--- config.mk ---
export PLATFORM = sky130hd
export DESIGN_NAME = mem_port_arbiter
export DESIGN_NICKNAME = d
export VERILOG_FILES = /design/src/rtl/mem_port_arbiter.sv
export SDC_FILE = /design/constraint.sdc
export NUM_CORES = 1
export LEC_CHECK = 0
export ABC_AREA = 1
export BUFFER_PORTS_ARGS = -buffer_cell sky130_fd_sc_hd__clkbuf_2
export CORE_AREA = 3 3 119 121
export CTS_CLUSTER_SIZE = 25
export DETAILED_ROUTE_END_ITERATION = 10
export DIE_AREA = 0 0 122 124
export SYNTH_ARGS = -nofsm -noshare
export SYNTH_HDL_FRONTEND = slang
export SYNTH_SLANG_ARGS = --single-unit
export TNS_END_PERCENT = 5
--- constraint.sdc ---
create_clock -name i_clk -period 1.9 [get_ports i_clk]
set_input_delay 0.19 -clock i_clk [delete_from_list [all_inputs] [get_ports i_clk]]
set_output_delay 0.19 -clock i_clk [all_outputs]
set_load 0.02 [all_outputs]
--- src/rtl/mem_port_arbiter.sv ---
// mem_port_arbiter
//   Shares one single-port synchronous memory between the CPU data stage (D),
//   the CPU fetch stage (F) and the external loader/debug port (L).
//   The fixed priority is D > F > L. A starvation counter promotes L to top
//   priority after STARVE_LIMIT consecutive denied L-request cycles. Read data
//   is routed back to the port that issued the read, READ_LATENCY cycles after
//   its grant.
//
// Ports
//   i_clk, i_reset_n          clock, asynchronous active-low reset
//   i_{d,f,l}_req             access requests
//   i_{d,l}_rw                0 = read, 1 = write (F only reads)
//   i_{d,f,l}_addr            16-bit byte addresses
//   i_{d,l}_wdata             32-bit write data
//   o_{d,f,l}_gnt             access issued to memory this cycle
//   o_{d,f,l}_rdata/_rvalid   read return (rdata is 0 while rvalid is low)
//   o_stall                   a CPU port (D or F) lost arbitration this cycle
//   o_mem_*                   memory strobe, direction, address and write data
//   i_mem_data                memory read data, READ_LATENCY cycles after a read

module mem_port_arbiter #(
   parameter int unsigned READ_LATENCY = 1,
   parameter int unsigned STARVE_LIMIT = 8
) (
   input  logic        i_clk,
   input  logic        i_reset_n,
   input  logic        i_d_req,
   input  logic        i_f_req,
   input  logic        i_l_req,
   input  logic        i_d_rw,
   input  logic        i_l_rw,
   input  logic [15:0] i_d_addr,
   input  logic [15:0] i_f_addr,
   input  logic [15:0] i_l_addr,
   input  logic [31:0] i_d_wdata,
   input  logic [31:0] i_l_wdata,
   output logic        o_d_gnt,
   output logic        o_f_gnt,
   output logic        o_l_gnt,
   output logic [31:0] o_d_rdata,
   output logic [31:0] o_f_rdata,
   output logic [31:0] o_l_rdata,
   output logic        o_d_rvalid,
   output logic        o_f_rvalid,
   output logic        o_l_rvalid,
   output logic        o_stall,
   output logic        o_mem_en,
   output logic        o_mem_rw,
   output logic [15:0] o_mem_address,
   output logic [31:0] o_mem_data,
   input  logic [31:0] i_mem_data
);

   localparam logic [7:0]  StarveMax = 8'(STARVE_LIMIT);
   localparam int unsigned PortW     = 2 * READ_LATENCY;

   localparam logic [1:0] PortD = 2'd0;
   localparam logic [1:0] PortF = 2'd1;
   localparam logic [1:0] PortL = 2'd2;

   logic [7:0]                   starve_cnt_q, starve_cnt_d;
   logic [READ_LATENCY-1:0]      ret_vld_q, ret_vld_d;
   logic [READ_LATENCY-1:0][1:0] ret_port_q, ret_port_d;

   logic       promote;
   logic       d_gnt, f_gnt, l_gnt;
   logic       new_vld;
   logic [1:0] new_port;
   logic       tail_vld;
   logic [1:0] tail_port;

   // Arbitration. Everything is forced idle while reset is held so that no
   // strobe reaches the memory during reset.
   always_comb begin
      promote = (starve_cnt_q == StarveMax);
      d_gnt   = 1'b0;
      f_gnt   = 1'b0;
      l_gnt   = 1'b0;
      if (i_reset_n) begin
         if (promote && i_l_req) begin
            l_gnt = 1'b1;
         end else if (i_d_req) begin
            d_gnt = 1'b1;
         end else if (i_f_req) begin
            f_gnt = 1'b1;
         end else if (i_l_req) begin
            l_gnt = 1'b1;
         end
      end
   end

   // Memory bus mux and the entry pushed into the return pipeline.
   always_comb begin
      o_mem_en      = 1'b0;
      o_mem_rw      = 1'b0;
      o_mem_address = 16'h0000;
      o_mem_data    = 32'h0000_0000;
      new_vld       = 1'b0;
      new_port      = PortD;
      if (d_gnt) begin
         o_mem_en      = 1'b1;
         o_mem_rw      = i_d_rw;
         o_mem_address = i_d_addr;
         o_mem_data    = i_d_wdata;
         new_vld       = ~i_d_rw;
         new_port      = PortD;
      end else if (f_gnt) begin
         o_mem_en      = 1'b1;
         o_mem_address = i_f_addr;
         new_vld       = 1'b1;
         new_port      = PortF;
      end else if (l_gnt) begin
         o_mem_en      = 1'b1;
         o_mem_rw      = i_l_rw;
         o_mem_address = i_l_addr;
         o_mem_data    = i_l_wdata;
         new_vld       = ~i_l_rw;
         new_port      = PortL;
      end
   end

   // Counts consecutive cycles in which L asked and was refused.
   always_comb begin
      starve_cnt_d = starve_cnt_q;
      if (!i_l_req || l_gnt) begin
         starve_cnt_d = 8'd0;
      end else if (starve_cnt_q < StarveMax) begin
         starve_cnt_d = starve_cnt_q + 8'd1;
      end
   end

   // Return pipeline: stage 0 is the newest entry, the top stage lines up
   // with i_mem_data for that access.
   always_comb begin
      ret_vld_d  = (ret_vld_q << 1) | READ_LATENCY'(new_vld);
      ret_port_d = (ret_port_q << 2) | PortW'(new_port);
   end

   always_ff @(posedge i_clk or negedge i_reset_n) begin
      if (!i_reset_n) begin
         starve_cnt_q <= 8'd0;
         ret_vld_q    <= '0;
         ret_port_q   <= '0;
      end else begin
         starve_cnt_q <= starve_cnt_d;
         ret_vld_q    <= ret_vld_d;
         ret_port_q   <= ret_port_d;
      end
   end

   always_comb begin
      tail_vld   = ret_vld_q[READ_LATENCY-1];
      tail_port  = ret_port_q[READ_LATENCY-1];
      o_d_gnt    = d_gnt;
      o_f_gnt    = f_gnt;
      o_l_gnt    = l_gnt;
      o_d_rvalid = tail_vld && (tail_port == PortD);
      o_f_rvalid = tail_vld && (tail_port == PortF);
      o_l_rvalid = tail_vld && (tail_port == PortL);
      o_d_rdata  = o_d_rvalid ? i_mem_data : 32'h0000_0000;
      o_f_rdata  = o_f_rvalid ? i_mem_data : 32'h0000_0000;
      o_l_rdata  = o_l_rvalid ? i_mem_data : 32'h0000_0000;
      // Only the CPU ports stall the pipeline; L losing never does.
      o_stall    = i_reset_n && ((i_d_req && !d_gnt) || (i_f_req && !f_gnt));
   end

endmodule

; After elaboration in Yosys (flattened, before gate mapping)
; Cells that the tools add are included.
[totals]
regBits = 11
out_inout_bits = 153
word_cells = 59
[op_classes]
n_addsub = 1
order_cmp = 1
n_eq_ne = 3
n_mux = 35
bitwise = 2
n_reduce_logical = 14
[op_table]
columns = cell, n
row1 = 32-bit two-way mux, 6
row2 = 16-bit two-way mux, 3
row3 = 1-bit two-way mux, 21
row4 = 8-bit two-way mux, 2
row5 = 8-bit by 1-bit adder with 8-bit output (second input constant), 1
row6 = 8-bit by 4-bit == test with 1-bit output (second input constant), 1
row7 = 8-bit by 4-bit less-than comparator with 1-bit output (second input constant), 1
row8 = 1-bit logical AND, 7
row9 = 2-bit two-way mux, 3
row10 = 1-bit logical NOT, 3
row11 = 2-bit by 1-bit == test with 1-bit output (second input constant), 1
row12 = 2-bit == test (second input constant), 1
row13 = 2-bit logical NOT, 1
row14 = 1-bit logical OR, 2
row15 = 1-bit NOT, 2
row16 = 2-bit nonzero test, 1

; Logic depth before layout (Yosys ltp)
; Gate-level depths: netlist of run 1.
[logic_depth]
depth_word = 8
depth_mapped = 11

; Worst setup path after synthesis of run 1
; OpenSTA, ideal clock, no wires.
[synth_timing]
path_type = reg-to-output
from = reg ret_port_q[0] (netlist bit)
to = out o_d_rdata[10]
arrival_ps = 1658
slack_ps = 52
path_stages_with_launch = 5
path_cell_list = dfrtp_1 nor3_1 inv_1 clkbuf_1 nor2_1
[synth_via]
elab_chain_cells = 3
[synth_rtl]
columns = item, line
row1 = start: declaration, 63  ; logic [READ_LATENCY-1:0][1:0] ret_port_q, ret_port_d;
row2 = start signal: assignment, 147  ; ret_port_q <= ret_port_d;
row3 = 2-bit logical NOT, 157  ; o_d_rvalid = tail_vld && (tail_port == PortD);
row4 = 1-bit logical AND, 157
row5 = via o_d_rvalid, 43  ; output logic o_d_rvalid,
row6 = 32-bit two-way mux, 160  ; o_d_rdata = o_d_rvalid ? i_mem_data : 32'h0000_0000;
row7 = end: declaration, 40  ; output logic [31:0] o_d_rdata,
; The timed path passes the listed nets, and every way through them passes these cells.

; Worst setup path after layout of run 1
[layout_timing]
from = reg starve_cnt_q[1]
to = out o_mem_data[11]
[layout_via]
elab_chain_cells = 7
elab_cells_between_ends = 11
cone_classes = eq/ne (1) / mux (9) / reduce/logical (1)
[layout_rtl]
columns = item, line
row1 = start: declaration, 61  ; logic [7:0] starve_cnt_q, starve_cnt_d;
row2 = start signal: assignment, 145  ; starve_cnt_q <= starve_cnt_d;
row3 = 8-bit by 4-bit == test with 1-bit output *, 75  ; promote = (starve_cnt_q == StarveMax);
row4 = 1-bit logical AND *, 80  ; if (promote && i_l_req) begin
row5 = 1-bit two-way mux, 80
row6 = 1-bit two-way mux, 79  ; if (i_reset_n) begin
row7 = 32-bit two-way mux, 112  ; end else if (l_gnt) begin
row8 = 32-bit two-way mux, 107  ; end else if (f_gnt) begin
row9 = 32-bit two-way mux *, 100  ; if (d_gnt) begin
row10 = end: declaration, 50  ; output logic [31:0] o_mem_data,
; Every way passes the cells marked *; elsewhere a longest branch is shown, timed or not.

==> results of run 1 <==
## worst max-delay path by stage
| stage | from | cells past startpoint | slack (ns) | end |
|---|---|---|---|---|
| after floorplan | ret_port_q[0] | 4 | 0.05 | o_d_rdata[10] |
| after global placement | starve_cnt_q[1] | 11 | 0.09 | o_mem_data[22] |
| after detailed placement | starve_cnt_q[0] | 11 | 0.07 | o_mem_data[22] |
| after CTS | starve_cnt_q[0] | 11 | -0.08 | o_mem_rw |
| after global routing | starve_cnt_q[0] | 12 | -0.17 | o_mem_data[11] |
| final | starve_cnt_q[1] | 12 | -0.08 | o_mem_data[11] |
## worst max-delay path, stage by stage (launching register included)
cell and delay (ns):
dfrtp_1 0.38, inv_2 0.09, ha_4 0.14, nand2_4 0.04
nor2_4 0.09, nand2_4 0.09, nand2_4 0.08, nor2_4 0.05
buf_12 0.14, clkbuf_16 0.16, nand2_1 0.07, nand2_1 0.06
clkbuf_8 0.15
## repair_timing
item / CTS / global route
hold endpoints to repair: 2 / 0
setup buffers: 1 / 1
hold buffers: 1 / 0
gates cloned: 3 / 5
resized for setup: 61 / 89
endpoints found under the setup margin: 53 / 54
pin swaps: 2 / 27
## routing by layer
layer	track usage (%)	part of all wire, %
met5	0	0
met4	2.661	1.3
met3	2.861	12
met2	22.89	50
met1	14.95	37
## cell type report
class                           instances  share of cell area, %
Timing Repair Buffer                  326                  47.74
Multi-Input combinational cell        304                  33.97
Sequential cell                        11                  6.171
Tap cell                              176                  4.937
Inverter                               54                  4.825
Clock buffer                            4                  1.767
Timing Repair inverter                  3                 0.5891
## sequential cells by signal, indices dropped and copies added (netlist names)
register,cells
ret_port_q,2
starve_cnt_q,8
ret_vld_q,1
## placed cells by master (no fill, tap or decap), types with 3 or more instances in the layout
cell,instances
inv_1,48
nor2_1,103
buf_12,6
dfrtp_1,11
clkbuf_16,6
nor3_1,4
clkbuf_8,15
buf_4,14
inv_2,5
clkbuf_2,263
nand3_1,34
nand2_4,3
buf_8,7
buf_6,17
nand2_1,74
nand2_2,34
nor2_4,4
a21oi_1,3
nand4_1,33
nand3_2,3
## kinds of logic after synthesis
logic type | after synthesis | synth area share [%]
AO/OA/AOI/OAI | 4 | 0.9830
XOR/XNOR | 1 | 0.4303
adder cells (fa/ha/maj) | 2 | 1.229
buffers and inverters | 82 | 18.19
flip-flops | 11 | 13.52
AND/OR/NAND/NOR | 297 | 65.64
## through the flow
step	total power, mW	hold slack, ns
6_report	1.493	0.1388
5_1_grt	1.589	0.1751
4_1_cts	1.412	0.1450
3_5_place_dp	0.9693	0.07098
3_3_place_gp	0.9742	0.07577
2_1_floorplan	0.6269	-0.1056
## Yosys cell counts (3+ instances only)
| cell type | number |
|---|---|
| buf_4 | 3 |
| buf_2 | 12 |
| inv_2 | 3 |
| nand2_1 | 99 |
| nor3_1 | 5 |
| nor2_1 | 104 |
| dfrtp_1 | 11 |
| inv_1 | 50 |
| nand3_1 | 37 |
| nand4_1 | 33 |
| a21oi_1 | 3 |
| nand2_2 | 10 |
| clkbuf_1 | 8 |
| nand2_4 | 3 |
## power groups by stage
| stage | logic, mW | registers [mW] | clock network, mW |
|---|---|---|---|
| 3_5_place_dp | 0.717 | 0.252 | 0 |
| 5_1_grt | 0.939 | 0.251 | 0.399 |
| 4_1_cts | 0.779 | 0.250 | 0.383 |
| 3_3_place_gp | 0.722 | 0.252 | 0 |
| 2_1_floorplan | 0.376 | 0.251 | 0 |
| 6_report | 0.869 | 0.250 | 0.374 |
==> impl_metrics.yaml, run 1 <==
outcome:
  status: "finished, violations left"
  violations: "setup timing"
power:
  powerDensity_nw_per_um2: 334.7
  comb_power_share_pct: 58.2
  p_int_mw: 0.9073
  power.leakage_nw: 2.785
  seq_power_share_pct: 16.7
  p_sw_share_pct: 39.23
  ir_worst_vdd_mv: 0.2698
  p_switching_mw: 0.5856
  pwr-share-clk_pct: 25.0
placement:
  gp_congestion: 0.7825
  place_hpwl_um: 9232
  place_area_um2: 3772
  pre_cts_slack_ns: 0.06974
  portBuffers: 303
  place_inst: 863
clocking:
  cts_made_buffers: 3
  clock_sinks: 11
  htree_levels: 1
  root_buffer: "clkbuf_16"
  clk_pin_slew_ns: 0.04
  cts_tree: "built"
  clk-insertion-delay-late_ns: 0.24
  cts_buffer_depth: 2
grt:
  grt-ovfl-total: 0
  grt_max_degree: 36
  antenna_found_initial: 0
  track_usage_pct: 12.51
  grt_pass1_vias: 3025
  grt_pass1_wl_um: 15390
timing:
  finClkSkew_ns: 0.002464
  tns_ns: -1.424
  setup_viol: 35
  timing.final.crit_period_ns: 1.976
  period_share_pct: 104.0
  rsz0062_at_grt: "yes"
  worstMarginPinSlew_ns: 0.5322
  hold_viol: 0
  finalWorstSetupSlack_ns: -0.07574
  fmax_ghz: 0.5061
  relSlewSlack_pct: 64.25
  drv_slew: 0
synthesis:
  synth_nets: 550
  yosysUniqueCellTypes: 25
  synthTopCellsByArea: "nor2_1 19%, nand2_1 18%, dfrtp_1 14%"
  synth_edf_count: 0
  syn_inst: 397
  yosys_most_used_dff: "dfrtp_1"
  yosys_warnings: 0
  synth_area_um2: 2036
  synth_top_area_share_pct: 19.18
  synth-async-reset-ratio_pct: 100.0
  yosysTopAreaCell: "nor2_1"
  ys_seq_elements: 11
  ys_seq_area_share_pct: 13.52
  postSynthAreaPerCell_um2: 5.128
finish:
  final_area_um2: 4461
  area.sequential_um2: 275.3
  postLayoutCoreUtil_pct: 33.82
  antennaDiodeCount: 0
  finalNonFillerCells: 878
  multi_input_area_um2: 1515
  final_nets: 856
  syn2layout_area_growth_pct: 119.1
  drive_gt1_share_pct: 55.27
  fillers: 1449
floorplan:
  start_util_pct: 15.43
  fp.dieH_um: 124
  coreArea_um2: 13190
  ios: 304
  rows: 42
  die_w_um: 122
  dieArea_um2: 15130
run:
  drv_cap: 0
hold_path:
  hold_path.class: "input port to asynchronous set/reset pin"
worst_setup_path:
  reg2reg_depth: 10
  cp_data_arrival_time_ns: 1.79
  reg2reg_to: "starve_cnt_q[0]"
  crit_path_start_kind: "flop"
  ff2ff_setup_slack_ns: 0.23
  path_class: "flop to output port"
  r2r-start: "starve_cnt_q[1]"
  endpoint_kind: "output port"
  required_ns: 1.71
  crit_fanout: 9
route:
  first_iter_violations: 177
  first_pass_iters: 4
  vias: 3681
  avgViaCountPerCell: 4.192
  ant_nets: 0
  totalWireLength_um: 11730
  wl_per_cell_um: 13.36
  drc: 0
No activity file was read; power rests on OpenSTA's default activity.
==> run 2, diff against run 1 <==
--- a/config.mk
+++ b/config.mk
@@ -7,10 +7,10 @@
 export LEC_CHECK = 0
 export ABC_AREA = 1
 export BUFFER_PORTS_ARGS = -buffer_cell sky130_fd_sc_hd__clkbuf_2
-export CORE_AREA = 3 3 119 121
+export CORE_AREA = 2 2 118 120
 export CTS_CLUSTER_SIZE = 25
 export DETAILED_ROUTE_END_ITERATION = 10
-export DIE_AREA = 0 0 122 124
+export DIE_AREA = 0 0 120 122
 export SYNTH_ARGS = -nofsm -noshare
 export SYNTH_HDL_FRONTEND = slang
 export SYNTH_SLANG_ARGS = --single-unit
==> constraint.sdc (replaced) <==
create_clock -name i_clk -period 2 [get_ports i_clk]
set_input_delay 0.2 -clock i_clk [delete_from_list [all_inputs] [get_ports i_clk]]
set_output_delay 0.2 -clock i_clk [all_outputs]
set_load 0.02 [all_outputs]
==> run 2 against run 1 <==
Net effect:
- the flow still finishes with violations (setup timing)
- wire length grew 1.6%
- sequential power shrank 5%
- combinational power shrank 4.5%
- register-to-register slack gained 0.26 ns
- final cell count grew 0.57%
- non-clock buffer count shrank 1
- critical path type unchanged
==> impl_metrics.yaml, run 2 (synthesis results as in run 1) <==
worst_setup_path:
  path_cells: "inv_2, ha_4, nand2_4, nor2_4, nand2_4, nand2_4, nor2_4, buf_12, clkbuf_16, nand2_2, o21ai_1, buf_4"
  slowest_stage: "dfrtp_1"
  reg2reg_depth: 9
  crit_cells: 12
  endpoint_kind: "output port"
  crit_path_start_kind: "flop"
  required_ns: 1.80
  cp_data_arrival_time_ns: 1.80
  path_class: "flop to output port"
  cpPeakStageDelay_ns: 0.36
  crit_fanout: 7
  worst_path_most_repeated_cell: "nand2_4"
  critPathBufInv: 4
  cp_top_family: "buffers and inverters"
placement:
  gp_congestion: 0.7580
  place_hpwl_um: 8971
  portBuffers: 303
  place_inst: 863
  place_area_um2: 3735
floorplan:
  die_w_um: 120
  rows: 43
  coreArea_um2: 13500
  ios: 304
  start_util_pct: 15.07
  dieArea_um2: 14640
  fp.dieH_um: 122
clocking:
  htree_levels: 1
  cts_tree: "built"
  root_buffer: "clkbuf_16"
  ctsHoldBuffers: 0
  clock_sinks: 11
  clk_pin_slew_ns: 0.04
  cts_buffer_depth: 2
  clk-insertion-delay-late_ns: 0.24
  cts_made_buffers: 3
route:
  totalWireLength_um: 11920
  wl_per_cell_um: 13.50
  ant_nets: 0
  avgViaCountPerCell: 4.171
  drc: 0
  first_pass_iters: 4
  first_iter_violations: 183
  vias: 3683
run:
  drv_cap: 0
finish:
  finalNonFillerCells: 883
  fillers: 1529
  final_nets: 857
  antennaDiodeCount: 0
  multi_input_area_um2: 1558
  syn2layout_area_growth_pct: 120.2
  final_area_um2: 4482
  final_cell_mix: "268 x clkbuf_2, 103 x nor2_1, 62 x nand2_1"
  layout.cells.most_common: "clkbuf_2"
  largest_reg_flops: 8
  top_register: "starve_cnt_q"
  reg_top3: "starve_cnt_q (8), ret_port_q (2), ret_vld_q (1)"
  area.sequential_um2: 275.3
  drive_gt1_share_pct: 56.61
grt:
  antenna_found_initial: 0
  grt_pass1_vias: 2978
  grt_pass1_wl_um: 15660
  grt-ovfl-total: 0
  grt_max_degree: 58
  track_usage_pct: 13.28
timing:
  drv_slew: 0
  hold_viol: 0
  period_share_pct: 100.1
  tns_ns: -0.003257
  rsz0062_at_grt: "yes"
  fmax_ghz: 0.4994
  whs_ns: 0.2355
  finalWorstSetupSlack_ns: -0.002530
  relSlewSlack_pct: 62.47
  finClkSkew_ns: 0.002898
  setup_viol: 2
  worstMarginPinSlew_ns: 0.5586
  timing.final.crit_period_ns: 2.003
outcome:
  violations: "setup timing"
  status: "finished, violations left"
hold_path:
  hold_path.class: "input port to asynchronous set/reset pin"
power:
  powerDensity_nw_per_um2: 318.8
  power_mw: 1.429
  power.leakage_nw: 2.800
  ir_worst_vdd_mv: 0.2658
-- run 2: through the flow --
stage	utilization [%]	setup WS (ns)
after floorplan	-	0.1422
after global placement	27.66	0.09570
after detailed placement	27.66	0.06084
after CTS	30.16	-0.02048
after global routing	33.19	-0.08678
final	33.19	-0.002530
-- run 2: worst paths after layout --
path / startpoint / to / slack (ns)
worst min register to register: starve_cnt_q[4] / starve_cnt_q[4] / 0.48
max in group asynchronous: i_reset_n / starve_cnt_q[7] / 1.57
min in group i_clk: i_l_rw / ret_vld_q / 0.33
worst max-delay path: starve_cnt_q[1] / o_mem_rw / -0.003
worst min-delay path: i_reset_n / starve_cnt_q[4] / 0.24
worst max register to register: starve_cnt_q[1] / starve_cnt_q[2] / 0.49
-- run 2: metal layers --
layer / global-route usage [%] / wire [µm] / up-vias
li1: - / - / 1843
met1: 16.69 / 4963 / 1645
met2: 23.90 / 5958 / 190
met3: 1.779 / 904 / 5
met4: 3.309 / 94 / 0
met5: 0 / 0 / -
-- run 2: worst reg2reg max path: stages (launching register included) --
cell     delay (ns)
dfrtp_1        0.39
inv_2          0.10
ha_4           0.14
nand2_4        0.04
nor2_4         0.09
nand2_4        0.09
nand2_8        0.12
nand2_4        0.07
nand2_1        0.25
nor2_1         0.09
-- run 2: what timing repair did --
action / in CTS / in global routing
endpoints found under the setup margin: 51 / 71
pin swaps: 3 / 22
gates resized for setup: 52 / 98
cloned: 3 / 8
setup buffers: 1 / 4
-- run 2: power breakdown --
group	switching (mW)	leakage [nW]	total [mW]	internal (mW)
registers	0.00565	0.149	0.238	0.232
logic	0.475	2.61	0.830	0.355
clock network	0.0938	0.0382	0.361	0.267
-- run 2: area by class of cell --
class,instances,share of cell area (%)
sequential,11,6.142
timing repair buffer,325,46.29
timing repair inverter,4,1.228
inverter,54,4.802
multi-input combinational,305,34.76
tap,180,5.025
clock buffer,4,1.759
